## config.mk

```make
export PLATFORM = sky130hd
export DESIGN_NAME = dbg_sba_arbiter
export DESIGN_NICKNAME = d
export VERILOG_FILES = /design/src/rtl/dbg_sba_arbiter_pkg.sv /design/src/rtl/dbg_sba_id_fifo.sv /design/src/rtl/dbg_sba_arbiter.sv
export SDC_FILE = /design/constraint.sdc
export NUM_CORES = 1
export LEC_CHECK = 0
export ABC_AREA = 1
export ABC_CLOCK_PERIOD_IN_PS = 4300
export CORE_AREA = 2 2 216 218
export DETAILED_ROUTE_END_ITERATION = 7
export DIE_AREA = 0 0 218 220
export PLACE_DENSITY_LB_ADDON = 0.3
export SLEW_MARGIN = 40
export SYNTH_ARGS = -nofsm -noshare
export SYNTH_HDL_FRONTEND = slang
export SYNTH_SLANG_ARGS = --single-unit
```

## constraint.sdc

```tcl
create_clock -name clk_i -period 4.3 [get_ports clk_i]
set_input_delay 0.645 -clock clk_i [delete_from_list [all_inputs] [get_ports clk_i]]
set_output_delay 0.645 -clock clk_i [all_outputs]
set_load 0.02 [all_outputs]
```

## src/rtl/dbg_sba_arbiter_pkg.sv

```systemverilog
// rtl/dbg_sba_arbiter_pkg.sv - shared types and helpers for the SBA arbiter
// Holds the requester-index width helper, the default index type and the arbiter state enum.
package dbg_sba_arbiter_pkg;

    localparam int unsigned NumReqDefault = 2;

    // Index width for n requesters; never zero so a single requester still has a valid index.
    function automatic int unsigned idx_width(input int unsigned n);
        return (n > 1) ? $clog2(n) : 1;
    endfunction

    localparam int unsigned IdxWidth = idx_width(NumReqDefault);

    typedef logic [IdxWidth-1:0] req_idx_t;

    typedef enum logic {
        ARB_IDLE,
        ARB_LOCKED
    } arb_state_e;

endpackage

```

## src/rtl/dbg_sba_id_fifo.sv

```systemverilog
// rtl/dbg_sba_id_fifo.sv - in-order FIFO of requester indices for outstanding transactions
// Ports: clk_i/rst_ni clock and async active-low reset; push_i/data_i enqueue;
// pop_i dequeue; head_o oldest entry; full_o/empty_o registered occupancy flags.
module dbg_sba_id_fifo
    import dbg_sba_arbiter_pkg::*;
#(
    parameter int unsigned Depth  = 4,
    parameter type         data_t = req_idx_t
) (
    input  logic  clk_i,
    input  logic  rst_ni,
    input  logic  push_i,
    input  data_t data_i,
    input  logic  pop_i,
    output data_t head_o,
    output logic  full_o,
    output logic  empty_o
);

    localparam int unsigned PtrW = (Depth > 1) ? $clog2(Depth) : 1;
    localparam int unsigned CntW = $clog2(Depth + 1);

    typedef logic [PtrW-1:0] ptr_t;
    typedef logic [CntW-1:0] cnt_t;

    data_t mem_q [Depth];
    data_t mem_d [Depth];
    ptr_t  wr_ptr_q, wr_ptr_d;
    ptr_t  rd_ptr_q, rd_ptr_d;
    cnt_t  count_q, count_d;
    logic  push, pop;

    // Pointers wrap explicitly so non-power-of-two depths work.
    function automatic ptr_t ptr_inc(input ptr_t p);
        return (p == ptr_t'(Depth - 1)) ? '0 : p + 1'b1;
    endfunction

    assign full_o  = (count_q == cnt_t'(Depth));
    assign empty_o = (count_q == '0);
    assign push    = push_i & ~full_o;
    assign pop     = pop_i & ~empty_o;
    assign head_o  = mem_q[rd_ptr_q];

    always_comb begin
        mem_d    = mem_q;
        wr_ptr_d = wr_ptr_q;
        rd_ptr_d = rd_ptr_q;
        count_d  = count_q;
        if (push) begin
            mem_d[wr_ptr_q] = data_i;
            wr_ptr_d        = ptr_inc(wr_ptr_q);
        end
        if (pop) begin
            rd_ptr_d = ptr_inc(rd_ptr_q);
        end
        case ({push, pop})
            2'b10:   count_d = count_q + 1'b1;
            2'b01:   count_d = count_q - 1'b1;
            default: count_d = count_q;
        endcase
    end

    always_ff @(posedge clk_i or negedge rst_ni) begin
        if (!rst_ni) begin
            for (int i = 0; i < int'(Depth); i++) begin
                mem_q[i] <= '0;
            end
            wr_ptr_q <= '0;
            rd_ptr_q <= '0;
            count_q  <= '0;
        end else begin
            mem_q    <= mem_d;
            wr_ptr_q <= wr_ptr_d;
            rd_ptr_q <= rd_ptr_d;
            count_q  <= count_d;
        end
    end

endmodule

```

## src/rtl/dbg_sba_arbiter.sv

```systemverilog
// rtl/dbg_sba_arbiter.sv - round-robin arbiter sharing one SBA memory port between requesters
// Ports: req_i/addr_i/we_i/wdata_i/be_i + gnt_o requester side; rvalid_o/rdata_o/err_o responses;
// mem_* downstream memory port; busy_o transactions outstanding; unexp_rsp_o sticky stray-response flag.
module dbg_sba_arbiter
    import dbg_sba_arbiter_pkg::*;
#(
    parameter int unsigned NumReq         = NumReqDefault,
    parameter int unsigned AddrWidth      = 64,
    parameter int unsigned DataWidth      = 64,
    parameter int unsigned MaxOutstanding = 4
) (
    input  logic                                 clk_i,
    input  logic                                 rst_ni,
    input  logic [NumReq-1:0]                    req_i,
    input  logic [NumReq-1:0][AddrWidth-1:0]     addr_i,
    input  logic [NumReq-1:0]                    we_i,
    input  logic [NumReq-1:0][DataWidth-1:0]     wdata_i,
    input  logic [NumReq-1:0][DataWidth/8-1:0]   be_i,
    output logic [NumReq-1:0]                    gnt_o,
    output logic [NumReq-1:0]                    rvalid_o,
    output logic [DataWidth-1:0]                 rdata_o,
    output logic                                 err_o,
    output logic                                 mem_req_o,
    output logic [AddrWidth-1:0]                 mem_addr_o,
    output logic                                 mem_we_o,
    output logic [DataWidth-1:0]                 mem_wdata_o,
    output logic [DataWidth/8-1:0]               mem_be_o,
    input  logic                                 mem_gnt_i,
    input  logic                                 mem_rvalid_i,
    input  logic [DataWidth-1:0]                 mem_rdata_i,
    input  logic                                 mem_err_i,
    output logic                                 busy_o,
    output logic                                 unexp_rsp_o
);

    localparam int unsigned IdxW = idx_width(NumReq);
    typedef logic [IdxW-1:0] idx_t;

    arb_state_e state_q, state_d;
    idx_t       rr_ptr_q, rr_ptr_d;
    idx_t       lock_idx_q, lock_idx_d;
    idx_t       pick_idx, sel, head;
    logic       unexp_q, unexp_d;
    logic       fifo_full, fifo_empty;
    logic       xfer, pop;

    function automatic idx_t idx_inc(input idx_t i);
        return (i == idx_t'(NumReq - 1)) ? '0 : i + 1'b1;
    endfunction

    // Cyclic search starting at rr_ptr; falls back to rr_ptr when nobody requests
    // (payload is don't-care then since mem_req_o is low).
    always_comb begin
        logic found;
        idx_t cand;
        pick_idx = rr_ptr_q;
        found    = 1'b0;
        cand     = rr_ptr_q;
        for (int i = 0; i < int'(NumReq); i++) begin
            if (!found && req_i[cand]) begin
                found    = 1'b1;
                pick_idx = cand;
            end
            cand = idx_inc(cand);
        end
    end

    // A stalled request keeps its slot so a late-arriving requester cannot swap the payload.
    assign sel = (state_q == ARB_LOCKED) ? lock_idx_q : pick_idx;

    // Full gating uses the registered flag only; a same-cycle pop does not free a slot.
    assign mem_req_o   = (|req_i) & ~fifo_full;
    assign xfer        = mem_req_o & mem_gnt_i;
    assign mem_addr_o  = addr_i[sel];
    assign mem_we_o    = we_i[sel];
    assign mem_wdata_o = wdata_i[sel];
    assign mem_be_o    = be_i[sel];

    always_comb begin
        state_d    = state_q;
        lock_idx_d = lock_idx_q;
        rr_ptr_d   = rr_ptr_q;
        gnt_o      = '0;
        if (xfer) begin
            gnt_o[sel] = 1'b1;
            rr_ptr_d   = idx_inc(sel);
        end
        case (state_q)
            ARB_IDLE: begin
                if (mem_req_o && !mem_gnt_i) begin
                    state_d    = ARB_LOCKED;
                    lock_idx_d = sel;
                end
            end
            ARB_LOCKED: begin
                if (xfer) begin
                    state_d = ARB_IDLE;
                end
            end
            default: state_d = ARB_IDLE;
        endcase
    end

    dbg_sba_id_fifo #(
        .Depth  (MaxOutstanding),
        .data_t (idx_t)
    ) i_id_fifo (
        .clk_i   (clk_i),
        .rst_ni  (rst_ni),
        .push_i  (xfer),
        .data_i  (sel),
        .pop_i   (pop),
        .head_o  (head),
        .full_o  (fifo_full),
        .empty_o (fifo_empty)
    );

    // Responses arriving with nothing outstanding are dropped and only flagged.
    assign pop     = mem_rvalid_i & ~fifo_empty;
    assign unexp_d = unexp_q | (mem_rvalid_i & fifo_empty);

    always_comb begin
        rvalid_o = '0;
        if (pop) begin
            rvalid_o[head] = 1'b1;
        end
    end

    assign rdata_o     = mem_rdata_i;
    assign err_o       = mem_err_i & pop;
    assign busy_o      = ~fifo_empty;
    assign unexp_rsp_o = unexp_q;

    always_ff @(posedge clk_i or negedge rst_ni) begin
        if (!rst_ni) begin
            state_q    <= ARB_IDLE;
            rr_ptr_q   <= '0;
            lock_idx_q <= '0;
            unexp_q    <= 1'b0;
        end else begin
            state_q    <= state_d;
            rr_ptr_q   <= rr_ptr_d;
            lock_idx_q <= lock_idx_d;
            unexp_q    <= unexp_d;
        end
    end

endmodule

```

==> impl_metrics.py <==
metrics = {
    "run_status": {
        "status": "complete, no violations",
    },
    "pwr": {
        "switchingPower_uw": 2185,
        "pwr-share-clk_pct": 4.4,
        "combinationalPowerShare_pct": 89.3,
        "irDropWorstVdd_uv": 290.4,
        "switching_share_pct": 52.36,
        "seqPwrFrac_pct": 6.3,
        "leakage_uw": 0.003421,
        "power.internal_uw": 1988,
        "p_per_area_mw_per_mm2": 532.9,
    },
    "sta": {
        "fin_crit_ns": 3.395,
        "hold_viol": 0,
        "period_share_pct": 78.95,
        "rsz0062_at_grt": "false",
        "slew_viol_final": 0,
        "setup_viol": 0,
        "final.setup.tns_ns": 0,
        "skew_ns": 0.001955,
        "max_slew_margin_pct": 53.46,
        "worst_slew_pin_slew_ns": 0.6959,
        "fmax_mhz": 294.6,
    },
    "worst_setup_path": {
        "worstPathArrival_ns": 2.75,
        "start_kind": "input pin",
        "ff2ff_setup_slack_ns": 1.98,
        "critical_path_required_ns": 3.65,
        "critPathMostFrequentCell": "nand2_1",
        "critical-path-top-delay-family": "buffers and inverters",
        "path_class": "in2out",
        "critPathMaxFanout": 80,
        "end_kind": "output pin",
        "cp_num_buf_inv": 4,
        "cp_cell_sequence": "clkdlybuf4s50_1, inv_1, nand2_1, nand3_4, nand2_4, buf_12, nand2_1, nand2_1, clkdlybuf4s50_1",
        "slowest_stage": "clkdlybuf4s50_1",
        "cp_slowest_stage_delay_ns": 0.61,
    },
    "global_routing": {
        "gr-total-overflow": 0,
        "grt_antenna_before_repair": 0,
        "grt_pass1_vias": 4951,
        "grt_pass1_wl_um": 27480,
        "grt_max_degree": 81,
        "track_usage_pct": 7.205,
    },
    "route": {
        "num_vias": 5153,
        "avgViaCountPerCell": 3.286,
        "drt_pass1_iterations": 4,
        "drt-initial-drc-count": 197,
        "wl_per_cell_um": 12.77,
        "drt-total-wl_um": 20030,
        "antenna_left": 0,
        "drc": 0,
    },
    "yosys": {
        "netlist_instances": 636,
        "async_reset_ff_share_pct": 100.0,
        "ys_top_cells_by_count": "nand2_1, nand3_1, buf_4",
        "ys_types": 23,
        "synth_top_area_cell": "nand2_1",
        "synth-edff-count": 0,
        "syn-cell-area_mm2": 0.003334,
        "ys.flop_type": "dfrtp_1",
        "ys_ff_latch": 15,
        "synthesis.nets": 988,
        "syn_avg_cell_area_um2": 5.243,
        "synth_area_leaders": "nand2_1, nand3_1, buf_4",
        "synth_top_area_share_pct": 34.78,
        "yosysMostFrequentCell": "nand2_1",
        "ys.warnings.count": 0,
        "ys_seq_area_share_pct": 11.26,
    },
    "die": {
        "die_height_um": 220,
        "ios": 554,
        "rows": 79,
        "start_util_pct": 7.270,
        "die_x_um": 218,
        "core-area_mm2": 0.04586,
        "die_area_mm2": 0.04796,
    },
    "flow_run": {
        "maxCapViolCount": 0,
    },
    "cts": {
        "htreeDepth": 1,
        "cts_buffers": 3,
        "clockRootBuffer": "clkbuf_16",
        "cts_tree": "done",
        "cts-resized-gates": 0,
        "clk_path_buf_depth": 2,
        "clkLatencyLatePin_ns": 0.25,
        "post-cts-setup-buffer-count": 0,
        "path_clk_slew_ns": 0.05,
        "cts_sinks": 15,
        "hold_buffers": 0,
    },
    "placed_design": {
        "portBuffers": 425,
        "dp_hpwl_um": 16250,
        "gp_congestion": 0.7836,
    },
    "finish": {
        "fill_cells": 5277,
        "finalNetCount": 1314,
        "drive_above_1_share_pct": 1.873,
        "utilization_pct": 17.08,
        "syn2layout_area_growth_pct": 134.9,
        "antenna-diode-count": 0,
    },
    "hold_path": {
        "hp-class": "reg2reg",
    },
}
==> registers in the layout, summed over array words and instances, names as in the netlist, named ones only <==
signal and cells:
i_id_fifo.count_q 3, i_id_fifo.mem_q 4, i_id_fifo.rd_ptr_q 2, i_id_fifo.wr_ptr_q 2, lock_idx_q 1, rr_ptr_q 1
unexp_rsp_o 1
==> layout make-up <==
class	instances	area [µm²]	area share (%)
timing repair buffer	431	4372	55.82
multi-input combinational	489	2163	27.62
tap	607	759.5	9.698
sequential	15	375.4	4.793
inverter	22	82.58	1.054
clock buffer	4	78.83	1.007
==> metrics by stage <==
stage / worst slack, ns / power, µW / cells / area [µm²] / hold slack, ns
finish: 0.9052 / 4173 / 1568 / 7831 / 0.4694
global placement: 0.9300 / 4028 / 1564 / 7752 / 0.4540
floorplan: 2.074 / 2332 / 636 / 3334 / 0.3494
global route: 0.8285 / 4506 / 1568 / 7831 / 0.4851
CTS: 0.9301 / 4227 / 1568 / 7831 / 0.4767
detailed placement: 0.9302 / 4022 / 1564 / 7752 / 0.4654
==> power by group through the flow <==
| stage | logic [µW] | clock network (µW) | registers [µW] |
|---|---|---|---|
| 2_1_floorplan | 2080 | 0 | 255 |
| 3_3_place_gp | 3760 | 0 | 265 |
| 3_5_place_dp | 3750 | 0 | 268 |
| 4_1_cts | 3770 | 190 | 265 |
| 5_1_grt | 4030 | 198 | 276 |
| 6_report | 3720 | 184 | 265 |
==> final timing paths <==
| path | startpoint | depth (start not counted) | end |
|---|---|---|---|
| worst max-delay path | req_i[1] | 9 | mem_addr_o[52] |
| worst min-delay path | unexp_rsp_o | 1 | unexp_rsp_o |
| worst max register to register | i_id_fifo.count_q[0] | 9 | i_id_fifo.count_q[2] |
| worst min register to register | unexp_rsp_o | 1 | unexp_rsp_o |
| max in group asynchronous | rst_ni | 1 | i_id_fifo.mem_q[1] |
| min in group asynchronous | rst_ni | 1 | unexp_rsp_o |
==> metal layers <==
layer	global-route usage, %	routed length, µm
met1	8.459	7799
met4	2.268	503
met3	1.836	1987
met2	12.76	9737
met5	0	0
==> cells by family after synthesis <==
group	after synthesis	synth area share, %
AOI/OAI and AO/OA	12	2.064
xor gates and xnor gates	2	0.5254
adders and majority gates	7	2.852
buffers and inverters	132	24.39
DFF	15	11.26
and+or+nand+nor	468	58.91
==> layout by cell type, fill, tap and decap left out <==
master,netlist,routed
nor2_1,10,10
nand2_1,309,309
o211ai_1,2,2
a21oi_1,3,3
inv_1,21,21
inv_2,1,1
clkbuf_16,0,3
nand2_4,0,2
clkdlybuf4s50_1,0,424
nand3_1,138,138
buf_4,71,1
xor2_1,1,1
dfrtp_1,15,15
ha_1,6,6
buf_12,0,6
xnor2_1,1,1
nand3_2,2,1
nand2_2,3,1
nand4_1,5,5
or2_2,1,1
a31o_2,1,1
clkbuf_1,10,1
nand3_4,0,1
fa_1,1,1
o21ai_0,6,6
Note: power is estimated with default switching activity, not from simulation.
==> patch (same settings) <==
Make the reset (`rst_ni`) synchronous in 2 clocked blocks. Comments in the files are not updated.
--- a/src/rtl/dbg_sba_id_fifo.sv
+++ b/src/rtl/dbg_sba_id_fifo.sv
@@ -60,7 +60,7 @@
         endcase
     end
 
-    always_ff @(posedge clk_i or negedge rst_ni) begin
+    always_ff @(posedge clk_i) begin
         if (!rst_ni) begin
             for (int i = 0; i < int'(Depth); i++) begin
                 mem_q[i] <= '0;
--- a/src/rtl/dbg_sba_arbiter.sv
+++ b/src/rtl/dbg_sba_arbiter.sv
@@ -131,7 +131,7 @@
     assign busy_o      = ~fifo_empty;
     assign unexp_rsp_o = unexp_q;
 
-    always_ff @(posedge clk_i or negedge rst_ni) begin
+    always_ff @(posedge clk_i) begin
         if (!rst_ni) begin
             state_q    <= ARB_IDLE;
             rr_ptr_q   <= '0;
Function: differs if rst_ni is asserted again (counterexample within 4 cycles, from zero or initial values and one cycle with rst_ni low); with rst_ni held inactive, the same outputs for 4 cycles.
==> patch against the original RTL <==
  * Die area did not move
  * Final area is 3.2% lower
  * Critical path depth is the same
  * Area after synthesis is 8.5% lower
  * Core utilization fell by 0.55 points
  * Count of clock-buffer cells in the layout stayed put
  * Worst setup slack worse by 0.10 ns
  * Wire length shrank 7.6%
  * Register-to-register slack improved by 0.28 ns
  * Synthesized cell count is 0.31% lower
  * Sequential cell count is the same
  * Critical path type unchanged
Power is not compared: it rests on default switching activity, and its combinational part moved more than twofold at a synthesized area within 25%.
==> patch: results (changes against the original RTL) <==
Status - complete, no violations
Syn_nets - 986 (-0.20%)
Worst hold start - unexp_rsp_o
Reg2reg setup slack - 2.26 ns (+0.28 ns)
XOR/XNOR Fraction of Synth Area - 0% (-0.53 points)
Top_reg_cell synth - dfxtp_1
Clock skew - 0.0009638 ns (-0.0009910 ns)
Largest net degree at the start of global routing - 82 (+1.2%)
Slowest stage delay, CP - 0.63 ns (+0.02 ns)
First-pass GRT wire length - 24370 um (-11%)
Adder-cell share of the synthesized area - 3.116% (+0.26 points)
# fillers - 5271 (-0.11%)
Pre-CTS setup slack - 0.7176 ns (-0.2126 ns)
Synth async-reset ratio - 0% (-100 points)
GRT Overall Usage - 6.536% (-0.67 points)
Synth area leaders - nand2_1 (54%), buf_4 (17%), dfxtp_1 (9.8%), inv_1 (3.3%), buf_2 (3.3%)
Drt total wl - 18510 um (-7.6%)
Share of the yosys chip area belonging to registers - 9.840% (-1.4 points)
Post-synth top cells - nand2_1 (440), buf_4 (71), inv_1 (27)
Complex-gate fraction of the synthesized area - 4.633% (+2.6 points)
RD Place Congestion - 0.6899 (-12%)
Distinct cells, synth - 17 (-26%)
Syn avg cell area - 4.813 um2 (-8.2%)
Detailed-route via count - 4768 (-7.5%)
Slew margin rel. - 63.60% (+10 points)
Vias in the first global route - 4357 (-12%)
Placed Cells - 1574 (+0.64%)
Layout cell share with drive strength beyond 1 - 1.133% (-0.74 points)
Via-per-instance ratio - 3.022 (-8.1%)
Max Fclk - 0.2861 GHz (-2.9%)
[patch: worst paths after layout]
check | endpoint | cells after the start
worst max register to register | i_id_fifo.count_q[2] | 10
worst min-delay path | unexp_rsp_o | 1
worst max-delay path | mem_addr_o[11] | 9
worst min register to register | unexp_rsp_o | 1
[patch: worst reg2reg max path: stages, from the launching register on]
cell	delay, ns
dfxtp_1	0.32
nor2_1	0.14
nand2_1	0.14
nand3_2	0.27
ha_1	0.25
inv_1	0.07
fa_1	0.38
nand2_1	0.08
nand3_1	0.09
o21ai_0	0.15
a21oi_1	0.05
[patch: cell type report]
| type | instances | share of cell area [%] |
|---|---|---|
| timing repair buffer | 429 | 57.18 |
| multi-input combinational | 496 | 26.46 |
| tap | 607 | 10.02 |
| sequential | 15 | 3.962 |
| inverter | 27 | 1.337 |
| clock buffer | 4 | 1.040 |
[patch: layer usage]
metal	routed length (um)	part of all wire, %	global-route usage [%]	vias up
li1	-	-	-	2488
met1	6753	36	6.787	1981
met2	9202	50	12.18	263
met3	1881	10	1.988	36
met4	677	3.7	2.653	0
met5	0	0	0	-
[patch: per-stage QoR]
stage	util, %	area, um2	hold WS, ns
global placement	16.35	7501	0.4611
finish	16.53	7580	0.4736
global route	16.53	7580	0.5039
floorplan	-	3052	0.4435
detailed placement	16.35	7501	0.4657
CTS	16.53	7580	0.4787
[patch: cell families (layout without fill, tap and decap cells)]
family,Yosys count,count (layout)
flip-flops,15,15
buffers and inverters,123,460
AND/OR/NAND/NOR,466,466
adder cells (fa/ha/maj),7,7
AO/OA/AOI/OAI,23,23
[patch: where the power goes]
group	switching, mW	internal [mW]
Combinational	0.880	0.815
Sequential	0.0244	0.172
Clock	0.0554	0.126
Total	0.960	1.11
